--- src/rtl/axil_wr_decoder_if.sv ---
// AXI4-Lite write-channel bundle (AW, W, B) for the window decoder.
// The master modport drives requests; the slave modport drives readies and the response.
interface axil_wr_decoder_if #(
    parameter int ADDR_W = 32,
    parameter int DATA_W = 32
);
    logic [ADDR_W-1:0]   AWADDR;
    logic                AWVALID;
    logic                AWREADY;
    logic [DATA_W-1:0]   WDATA;
    logic [DATA_W/8-1:0] WSTRB;
    logic                WVALID;
    logic                WREADY;
    logic [1:0]          BRESP;
    logic                BVALID;
    logic                BREADY;

    modport master (
        output AWADDR, AWVALID, WDATA, WSTRB, WVALID, BREADY,
        input  AWREADY, WREADY, BRESP, BVALID
    );

    modport slave (
        input  AWADDR, AWVALID, WDATA, WSTRB, WVALID, BREADY,
        output AWREADY, WREADY, BRESP, BVALID
    );
endinterface

--- src/rtl/axil_wr_decoder.sv ---
// AXI4-Lite write slave decoding each write into a select register or one-hot mode enable; effects land 1 cycle after the last of AW/W.
// One write in flight: AW/W stall while BVALID waits on BREADY. Define AXIL_WR_DECODER_ERR_IRQ_EN for the sticky DECERR interrupt.
module axil_wr_decoder #(
    parameter int ADDR_W  = 32,
    parameter int DATA_W  = 32,
    parameter int NUM_TGT = 4,
    parameter int WIN_LG2 = 8,
    parameter int SEL_W   = 2
) (
    input  logic               ACLK,
    input  logic               ARESETn,
    axil_wr_decoder_if.slave   s_axi,
    output logic [SEL_W-1:0]   sel_out,
    output logic [NUM_TGT-1:0] tgt_en,
    output logic [NUM_TGT-1:0] tgt_wr,
    output logic               err_irq
);
    localparam int IDX_W  = ADDR_W - WIN_LG2;
    localparam int STRB_W = DATA_W / 8;

    typedef enum logic [1:0] {IDLE, HAVE_A, HAVE_W, RESP} state_t;

    state_t              r_state;
    logic                r_awready;
    logic                r_wready;
    logic                r_bvalid;
    logic [1:0]          r_bresp;
    logic [ADDR_W-1:0]   r_addr;
    logic [DATA_W-1:0]   r_wdata;
    logic [STRB_W-1:0]   r_wstrb;
    logic [SEL_W-1:0]    r_sel;
    logic [NUM_TGT-1:0]  r_tgt_en;
    logic [NUM_TGT-1:0]  r_tgt_wr;

    logic                w_aw_hs;
    logic                w_w_hs;
    logic                w_go;
    logic [ADDR_W-1:0]   w_addr;
    logic [DATA_W-1:0]   w_wdata;
    logic [STRB_W-1:0]   w_wstrb;
    logic [IDX_W-1:0]    w_idx;
    logic                w_dec_err;
    logic                w_win0;
    logic [NUM_TGT-1:0]  w_onehot;
    logic                w_irq_clr;
    logic                w_unused;

    assign w_aw_hs = s_axi.AWVALID && r_awready;
    assign w_w_hs  = s_axi.WVALID && r_wready;

    // The write completes once both halves are held, either captured earlier or handshaking now.
    assign w_go = (r_state != RESP)
               && (w_aw_hs || (r_state == HAVE_A))
               && (w_w_hs  || (r_state == HAVE_W));

    assign w_addr  = (r_state == HAVE_A) ? r_addr  : s_axi.AWADDR;
    assign w_wdata = (r_state == HAVE_W) ? r_wdata : s_axi.WDATA;
    assign w_wstrb = (r_state == HAVE_W) ? r_wstrb : s_axi.WSTRB;

    assign w_idx     = w_addr[ADDR_W-1:WIN_LG2];
    assign w_dec_err = (w_idx >= IDX_W'(NUM_TGT));
    assign w_win0    = (w_idx == '0);
    assign w_onehot  = NUM_TGT'(1) << w_idx;
    assign w_unused  = ^{w_addr, w_wdata, w_wstrb};

`ifdef AXIL_WR_DECODER_ERR_IRQ_EN
    logic r_err_irq;
    assign w_irq_clr = w_win0 && w_wdata[31];
    assign err_irq   = r_err_irq;

    always_ff @(posedge ACLK or negedge ARESETn) begin
        if (!ARESETn) begin
            r_err_irq <= 1'b0;
        end else if (w_go) begin
            if (w_dec_err)
                r_err_irq <= 1'b1;
            else if (w_irq_clr)
                r_err_irq <= 1'b0;
        end
    end
`else
    assign w_irq_clr = 1'b0;
    assign err_irq   = 1'b0;
`endif

    always_ff @(posedge ACLK or negedge ARESETn) begin
        if (!ARESETn) begin
            r_state   <= IDLE;
            r_awready <= 1'b1;
            r_wready  <= 1'b1;
            r_bvalid  <= 1'b0;
            r_bresp   <= 2'b00;
            r_addr    <= '0;
            r_wdata   <= '0;
            r_wstrb   <= '0;
            r_sel     <= '0;
            r_tgt_en  <= '0;
            r_tgt_wr  <= '0;
        end else begin
            r_tgt_wr <= '0;
            case (r_state)
                IDLE: begin
                    if (w_aw_hs && !w_w_hs) begin
                        r_addr    <= s_axi.AWADDR;
                        r_awready <= 1'b0;
                        r_state   <= HAVE_A;
                    end else if (w_w_hs && !w_aw_hs) begin
                        r_wdata  <= s_axi.WDATA;
                        r_wstrb  <= s_axi.WSTRB;
                        r_wready <= 1'b0;
                        r_state  <= HAVE_W;
                    end
                end
                RESP: begin
                    if (s_axi.BREADY) begin
                        r_bvalid  <= 1'b0;
                        r_awready <= 1'b1;
                        r_wready  <= 1'b1;
                        r_state   <= IDLE;
                    end
                end
                default: ;
            endcase

            if (w_go) begin
                r_state   <= RESP;
                r_awready <= 1'b0;
                r_wready  <= 1'b0;
                r_bvalid  <= 1'b1;
                r_bresp   <= w_dec_err ? 2'b11 : 2'b00;
                if (!w_dec_err) begin
                    r_tgt_wr <= w_onehot;
                    // Window 0 only touches the select register; tgt_en keeps its last mode.
                    if (w_win0) begin
                        if (w_wstrb[0] && !w_irq_clr)
                            r_sel <= w_wdata[SEL_W-1:0];
                    end else begin
                        r_tgt_en <= w_onehot;
                    end
                end
            end
        end
    end

    assign s_axi.AWREADY = r_awready;
    assign s_axi.WREADY  = r_wready;
    assign s_axi.BVALID  = r_bvalid;
    assign s_axi.BRESP   = r_bresp;
    assign sel_out       = r_sel;
    assign tgt_en        = r_tgt_en;
    assign tgt_wr        = r_tgt_wr;
endmodule
--- src/flat_wrapper.sv ---
// flat-port wrapper written by rule: the top's interface ports become plain ports
module axil_wr_decoder_flat 
#(
    parameter int ADDR_W  = 32,
    parameter int DATA_W  = 32,
    parameter int NUM_TGT = 4,
    parameter int WIN_LG2 = 8,
    parameter int SEL_W   = 2
)
  (ACLK, ARESETn, sel_out, tgt_en, tgt_wr, err_irq, s_axi_AWADDR, s_axi_AWVALID, s_axi_WDATA, s_axi_WSTRB, s_axi_WVALID, s_axi_BREADY, s_axi_AWREADY, s_axi_WREADY, s_axi_BRESP, s_axi_BVALID);
  axil_wr_decoder_if #(.ADDR_W(ADDR_W), .DATA_W(DATA_W)) s_axi_i ();
  input  logic ACLK;
  input  logic ARESETn;
  output logic [SEL_W-1:0] sel_out;
  output logic [NUM_TGT-1:0] tgt_en;
  output logic [NUM_TGT-1:0] tgt_wr;
  output logic err_irq;
  input wire logic [$bits(s_axi_i.AWADDR)-1:0] s_axi_AWADDR;
  input wire logic [$bits(s_axi_i.AWVALID)-1:0] s_axi_AWVALID;
  input wire logic [$bits(s_axi_i.WDATA)-1:0] s_axi_WDATA;
  input wire logic [$bits(s_axi_i.WSTRB)-1:0] s_axi_WSTRB;
  input wire logic [$bits(s_axi_i.WVALID)-1:0] s_axi_WVALID;
  input wire logic [$bits(s_axi_i.BREADY)-1:0] s_axi_BREADY;
  output wire logic [$bits(s_axi_i.AWREADY)-1:0] s_axi_AWREADY;
  output wire logic [$bits(s_axi_i.WREADY)-1:0] s_axi_WREADY;
  output wire logic [$bits(s_axi_i.BRESP)-1:0] s_axi_BRESP;
  output wire logic [$bits(s_axi_i.BVALID)-1:0] s_axi_BVALID;
  assign s_axi_i.AWADDR = s_axi_AWADDR;
  assign s_axi_i.AWVALID = s_axi_AWVALID;
  assign s_axi_i.WDATA = s_axi_WDATA;
  assign s_axi_i.WSTRB = s_axi_WSTRB;
  assign s_axi_i.WVALID = s_axi_WVALID;
  assign s_axi_i.BREADY = s_axi_BREADY;
  assign s_axi_AWREADY = s_axi_i.AWREADY;
  assign s_axi_WREADY = s_axi_i.WREADY;
  assign s_axi_BRESP = s_axi_i.BRESP;
  assign s_axi_BVALID = s_axi_i.BVALID;
  axil_wr_decoder #(.ADDR_W(ADDR_W), .DATA_W(DATA_W), .NUM_TGT(NUM_TGT), .WIN_LG2(WIN_LG2), .SEL_W(SEL_W)) u_core (.ACLK(ACLK), .ARESETn(ARESETn), .s_axi(s_axi_i), .sel_out(sel_out), .tgt_en(tgt_en), .tgt_wr(tgt_wr), .err_irq(err_irq));
endmodule
--- config.mk ---
export PLATFORM = sky130hd
export DESIGN_NAME = axil_wr_decoder_flat
export DESIGN_NICKNAME = d
export VERILOG_FILES = /design/src/rtl/axil_wr_decoder_if.sv /design/src/rtl/axil_wr_decoder.sv /design/src/flat_wrapper.sv
export SDC_FILE = /design/constraint.sdc
export NUM_CORES = 1
export LEC_CHECK = 0
export CORE_ASPECT_RATIO = 1.4
export CORE_MARGIN = 1
export CORE_UTILIZATION = 42
export DETAILED_ROUTE_END_ITERATION = 7
export MAX_ROUTING_LAYER = met4
export PLACE_DENSITY = 0.85
export SYNTH_ARGS = -nofsm -noshare
export SYNTH_HDL_FRONTEND = slang
export SYNTH_SLANG_ARGS = --single-unit
--- constraint.sdc ---
create_clock -name ACLK -period 2.3 [get_ports ACLK]
set_clock_uncertainty 0.05 [all_clocks]
set_input_delay 0.345 -clock ACLK [delete_from_list [all_inputs] [get_ports ACLK]]
set_output_delay 0.345 -clock ACLK [all_outputs]
set_load 0.05 [all_outputs]
* After elaboration in Yosys (flattened, before gate mapping) *
Cells that the tools add are included.

storage, ports and cells
  flip-flop bits (word level) = 52
  input bits = 73

cells by class
  $lt $le $gt $ge = 1
  equal/unequal tests = 9
  mux-type cells = 22
  bitwise operators = 3
  reductions and logical operators = 23
  shift operators = 1

operator list
  cell                    number
  $mux W32                1
  $ge A24 B3 Y1 const B   1
  $logic_not A24 Y1       1
  $shl A1 B24 Y4 const A  1
  $mux W2                 6
  $reduce_and A3 Y1       4
  $mux W1                 10
  $mux W4                 2
  $reduce_and A4 Y1       2
  $logic_and A1 B1 Y1     6
  $ne A3 B1 Y1 const B    2
  $ne A3 B2 Y1 const B    2
  $eq A2 B2 Y1 const B    2
  $ne A4 B1 Y1 const B    1
  $pmux W1 S2             2
  $pmux W2 S2             1
  $reduce_and A2 Y1       2
  $reduce_bool A2 Y1      2
  $not A1 Y1              3
  $reduce_bool A3 Y1      1
  $eq A2 B1 Y1 const B    1
  $logic_not A1 Y1        2
  $logic_not A2 Y1        1
  $logic_or A1 B1 Y1      2
  $ne A2 B2 Y1 const B    1

* Logic depth before layout (Yosys ltp) *
  depth in word-level cells = 7
  gate-level depth with buffers = 8
  gate-level depth less buffers = 7

* Worst setup path before layout *
No wires, ideal clock.

  path type = register to register
  start point = reg u_core.r_state[1]
  end point = reg u_core.r_tgt_en[2], in the netlist u_core.tgt_en[2]
  data arrival time = 1,872 ps
  cell stages (with the launch flop) = 8
  path slack = 250 ps
  library setup time = 128 ps
  path through = dfrtp_1 -> inv_1 -> ha_1 -> nor4_1 -> a22oi_1 -> nor3b_1 -> o211a_2 -> mux2_1

between the ends
  longest elaborated chain between the ends = 5

RTL lines
  what                                                                RTL line                                      RTL
  from (decl)                                                         axil_wr_decoder.sv:23                         state_t r_state;
  from (signal assigned)                                              axil_wr_decoder.sv:88                         r_state <= IDLE;
  from (signal assigned)                                              axil_wr_decoder.sv:106                        r_state <= HAVE_A;
  from (signal assigned)                                              axil_wr_decoder.sv:111                        r_state <= HAVE_W;
  $eq A2 B1 Y1                                                        axil_wr_decoder.sv:53, axil_wr_decoder.sv:56
  $mux W32 / $logic_or A1 B1 Y1 (equally long branches)               axil_wr_decoder.sv:56, axil_wr_decoder.sv:53
  $ge A24 B3 Y1, or another cell as far along                         axil_wr_decoder.sv:61                         assign w_dec_err = (w_idx >= IDX_W'(NUM_TGT));
  $not A1 Y1 (no line) / $logic_and A1 B1 Y1 (equally long branches)  -
  $reduce_and A3 Y1 (no line)                                         -
  to (signal assigned)                                                axil_wr_decoder.sv:138                        r_tgt_en <= w_onehot;
  to (decl)                                                           axil_wr_decoder.sv:32                         logic [NUM_TGT-1:0] r_tgt_en;

Several ways; a longest one is shown, not always the timed one.
A chain may end at the register's enable or synchronous reset.

* Worst setup path in the final report *
Same ends and word-level chain as after synthesis.

==> results.json <==
{
  "synth_nets": 247,
  "wire_per_inst_um": 13.3,
  "slowest_stage": "dfrtp_1",
  "irDropWorstVdd_v": 0.000438,
  "antenna_cells": 0,
  "holdWs_ns": 0.442,
  "core_um2": 4610,
  "area_delta_synth_final_pct": 33.9,
  "status": "completed",
  "avgSynthCellArea_um2": 12.1,
  "synth_cell_types": 35,
  "startpoint_type": "flip-flop",
  "cp_top_family": "simple AND/OR/NAND/NOR gates",
  "grt_setup_unrepaired": "no",
  "drt-initial-drc-count": 33,
  "num_vias": 1486,
  "crit_path_start": "u_core.r_state[1]$_DFFE_PN0P_",
  "overflow": 0,
  "synth_area_um2": 2040,
  "timing.final.hold_violations": 0,
  "worstMarginPinSlew_ns": 0.552,
  "drt-total-wl_um": 3840,
  "antenna_found_initial": 0,
  "dr.pass1.iters": 4,
  "slew_violations": 0,
  "p_leak_nw": 1.25,
  "syn_inst": 169,
  "fillers": 398,
  "htree_levels": 2,
  "grt_pass1_wl_um": 6550,
  "setup.worst_path.end_class": "flip-flop",
  "crit_type": "flip-flop to flip-flop",
  "seq_area_frac_synth": 0.528,
  "final_antenna_net_count": 0,
  "fin_crit_sh": 0.909,
  "grt_pass1_vias": 1504,
  "dieArea_um2": 5150,
  "layout.nets": 304,
  "drv_cap": 0,
  "holdCritStartpoint": "u_core.tgt_en[2]$_DFFE_PN0P_",
  "fmax_ghz": 0.478,
  "timing.rr.start": "u_core.r_state[1]$_DFFE_PN0P_",
  "cts_made_buffers": 5,
  "ys.flop_type": "dfrtp_1",
  "power_density_nw_per_um2": 479,
  "gp_congestion": 0.924,
  "io_pins": 89,
  "fin_ws_ns": 0.208,
  "cts_root_buffer": "clkbuf_8",
  "finalCriticalPeriod_ns": 2.09,
  "synth_edf_count": 0,
  "cts_tree": "built",
  "die_w_um": 60.9,
  "fp.dieH_um": 84.5,
  "drive_gt1_frac": 0.251,
  "track_usage": 0.177,
  "synth-seq-cells": 43,
  "cts_sinks": 43,
  "place_hpwl_um": 2980,
  "drc": 0,
  "crit_buf_inv": 2,
  "async_reset_ff_frac": 1.00,
  "cp_max_fo": 12,
  "finalSetupTns_ns": 0,
  "std_cell_rows": 29,
  "grt_start_max_net_pins": 44,
  "clkLatencyLatePin_ns": 0.29,
  "hp-class": "flip-flop to flip-flop",
  "ctsLongestPathBuffers": 2,
  "worstPathRequired_ns": 2.43,
  "finalSetupViolCount": 0,
  "initial_utilization": 0.443,
  "yosys_warnings": 0,
  "clk_pin_slew_ns": 0.08,
  "pre_cts_ws_ns": -0.0316,
  "avgViaCountPerCell": 5.14,
  "cp_cell_sequence": "inv_1 > ha_2 > buf_4 > a21oi_1 > nor3_2 > nor3b_2 > o211a_2 > mux2_1",
  "fin_util": 0.594,
  "slew_headroom": 0.628,
  "crit_path_max_incr_delay_ns": 0.38,
  "crit_arrival_ns": 2.22,
  "port_buffers": 46
}
[cell usage after synthesis (2+ instances only)]
cell       count  area share
dfrtp_1       41        0.50
mux2_2        30        0.17
nor2_1        12       0.022
a21oi_1        8       0.020
inv_1          8       0.015
nand2_1        8       0.015
nor4_1         7       0.021
ha_1           5       0.031
o21ai_0        5       0.012
a31oi_1        4       0.012
buf_2          3      0.0074
mux2_1         3       0.017
mux2i_1        3       0.015
nand3_1        3      0.0074
nand4_1        3      0.0092
nor4b_2        3       0.022
buf_4          2      0.0074
dfstp_2        2       0.026
nor4_2         2       0.012
o2bb2ai_1      2      0.0086
[per-stage QoR]
step / area (µm²) / power (mW) / cells
2_1_floorplan: 2040 / 0.785 / 169
3_3_place_gp: 2630 / 0.868 / 280
3_5_place_dp: 2630 / 0.869 / 280
4_1_cts: 2720 / 1.33 / 289
5_1_grt: 2740 / 1.36 / 289
6_report: 2740 / 1.31 / 289
[path summary, 6_finish.rpt]
check	cells past startpoint	to	slack [ns]
worst min-delay path	1	u_core.tgt_en[2]$_DFFE_PN0P_	0.44
min in group asynchronous	3	u_core.r_wdata[1]$_DFFE_PN0P_	0.51
worst max register to register	8	u_core.tgt_en[2]$_DFFE_PN0P_	0.21
worst max-delay path	8	u_core.tgt_en[2]$_DFFE_PN0P_	0.21
max in group asynchronous	3	u_core.s_axi.AWREADY$_DFFE_PN1P_	1.44
worst min register to register	1	u_core.tgt_en[2]$_DFFE_PN0P_	0.44
[state kept, by name, summed over array words and instances (netlist names)]
name                  flops
u_core.s_axi.BRESP        1
u_core.r_state            2
u_core.r_wdata            2
u_core.r_wstrb            1
u_core.r_addr            24
u_core.s_axi.AWREADY      1
u_core.s_axi.BVALID       1
u_core.tgt_wr             4
u_core.s_axi.WREADY       1
u_core.sel_out            2
u_core.tgt_en             4
[routing by layer]
| layer | track usage | share of wire | vias to the layer above |
|---|---|---|---|
| li1 | - | - | 723 |
| met1 | 0.194 | 0.40 | 721 |
| met2 | 0.302 | 0.56 | 37 |
| met3 | 0.0339 | 0.029 | 5 |
| met4 | 0.0785 | 0.015 | 0 |
| met5 | - | 0 | - |
[power breakdown]
part	switching [mW]	total (mW)	internal, mW
Sequential	0.000000000000000115	0.755	0.755
Clock	0.243	0.456	0.213
Combinational	0.0422	0.0991	0.0569
Total	0.286	1.31	1.03
[final cells by class]
type,instances,area [µm²],area share
Timing Repair Buffer,55,551,0.201
Inverter,8,30.0,0.0110
Clock buffer,7,76.3,0.0279
Clock inverter,1,5.00,0.00183
Sequential cell,43,1080,0.394
Tap cell,62,77.6,0.0284
Multi-Input combinational cell,113,917,0.335
[cell usage in the layout (no fill, tap or decap), types with 2 or more instances in the layout]
| cell type | netlist | layout |
|---|---|---|
| ha_1 | 5 | 4 |
| mux2_1 | 3 | 3 |
| a31oi_1 | 4 | 4 |
| nand2_1 | 8 | 8 |
| o2bb2ai_1 | 2 | 2 |
| clkbuf_8 | 0 | 5 |
| a21oi_1 | 8 | 8 |
| nor4_1 | 7 | 6 |
| dfrtp_1 | 41 | 41 |
| nor4b_2 | 3 | 3 |
| inv_1 | 8 | 8 |
| nand3_1 | 3 | 3 |
| nor4_2 | 2 | 3 |
| buf_12 | 0 | 2 |
| clkdlybuf4s50_1 | 0 | 45 |
| mux2i_1 | 3 | 3 |
| mux2_2 | 30 | 30 |
| nand4_1 | 3 | 3 |
| nor2_1 | 12 | 12 |
| clkbuf_1 | 0 | 2 |
| dfstp_2 | 2 | 2 |
| buf_4 | 2 | 6 |
| o21ai_0 | 5 | 5 |
[cell families (layout without fill, tap and decap cells)]
kind of cell / Yosys count / after routing / synth area share
multiplexers: 36 / 36 / 0.197
other: 1 / 1 / 0.00184
AND/OR/NAND/NOR: 46 / 46 / 0.138
buffers and inverters: 13 / 71 / 0.0294
AO/OA/AOI/OAI: 25 / 25 / 0.0754
adder cells (fa/ha/maj): 5 / 5 / 0.0306
flip-flops: 43 / 43 / 0.528
[timing repair]
action                                 in CTS  in global routing
setup endpoints to repair                   0                  4
hold buffers                                1                  0
buffers inserted                            0                  0
resized for setup                           0                  3
endpoints found under the hold margin      41                  0
Note: power is estimated with default switching activity, not from simulation.
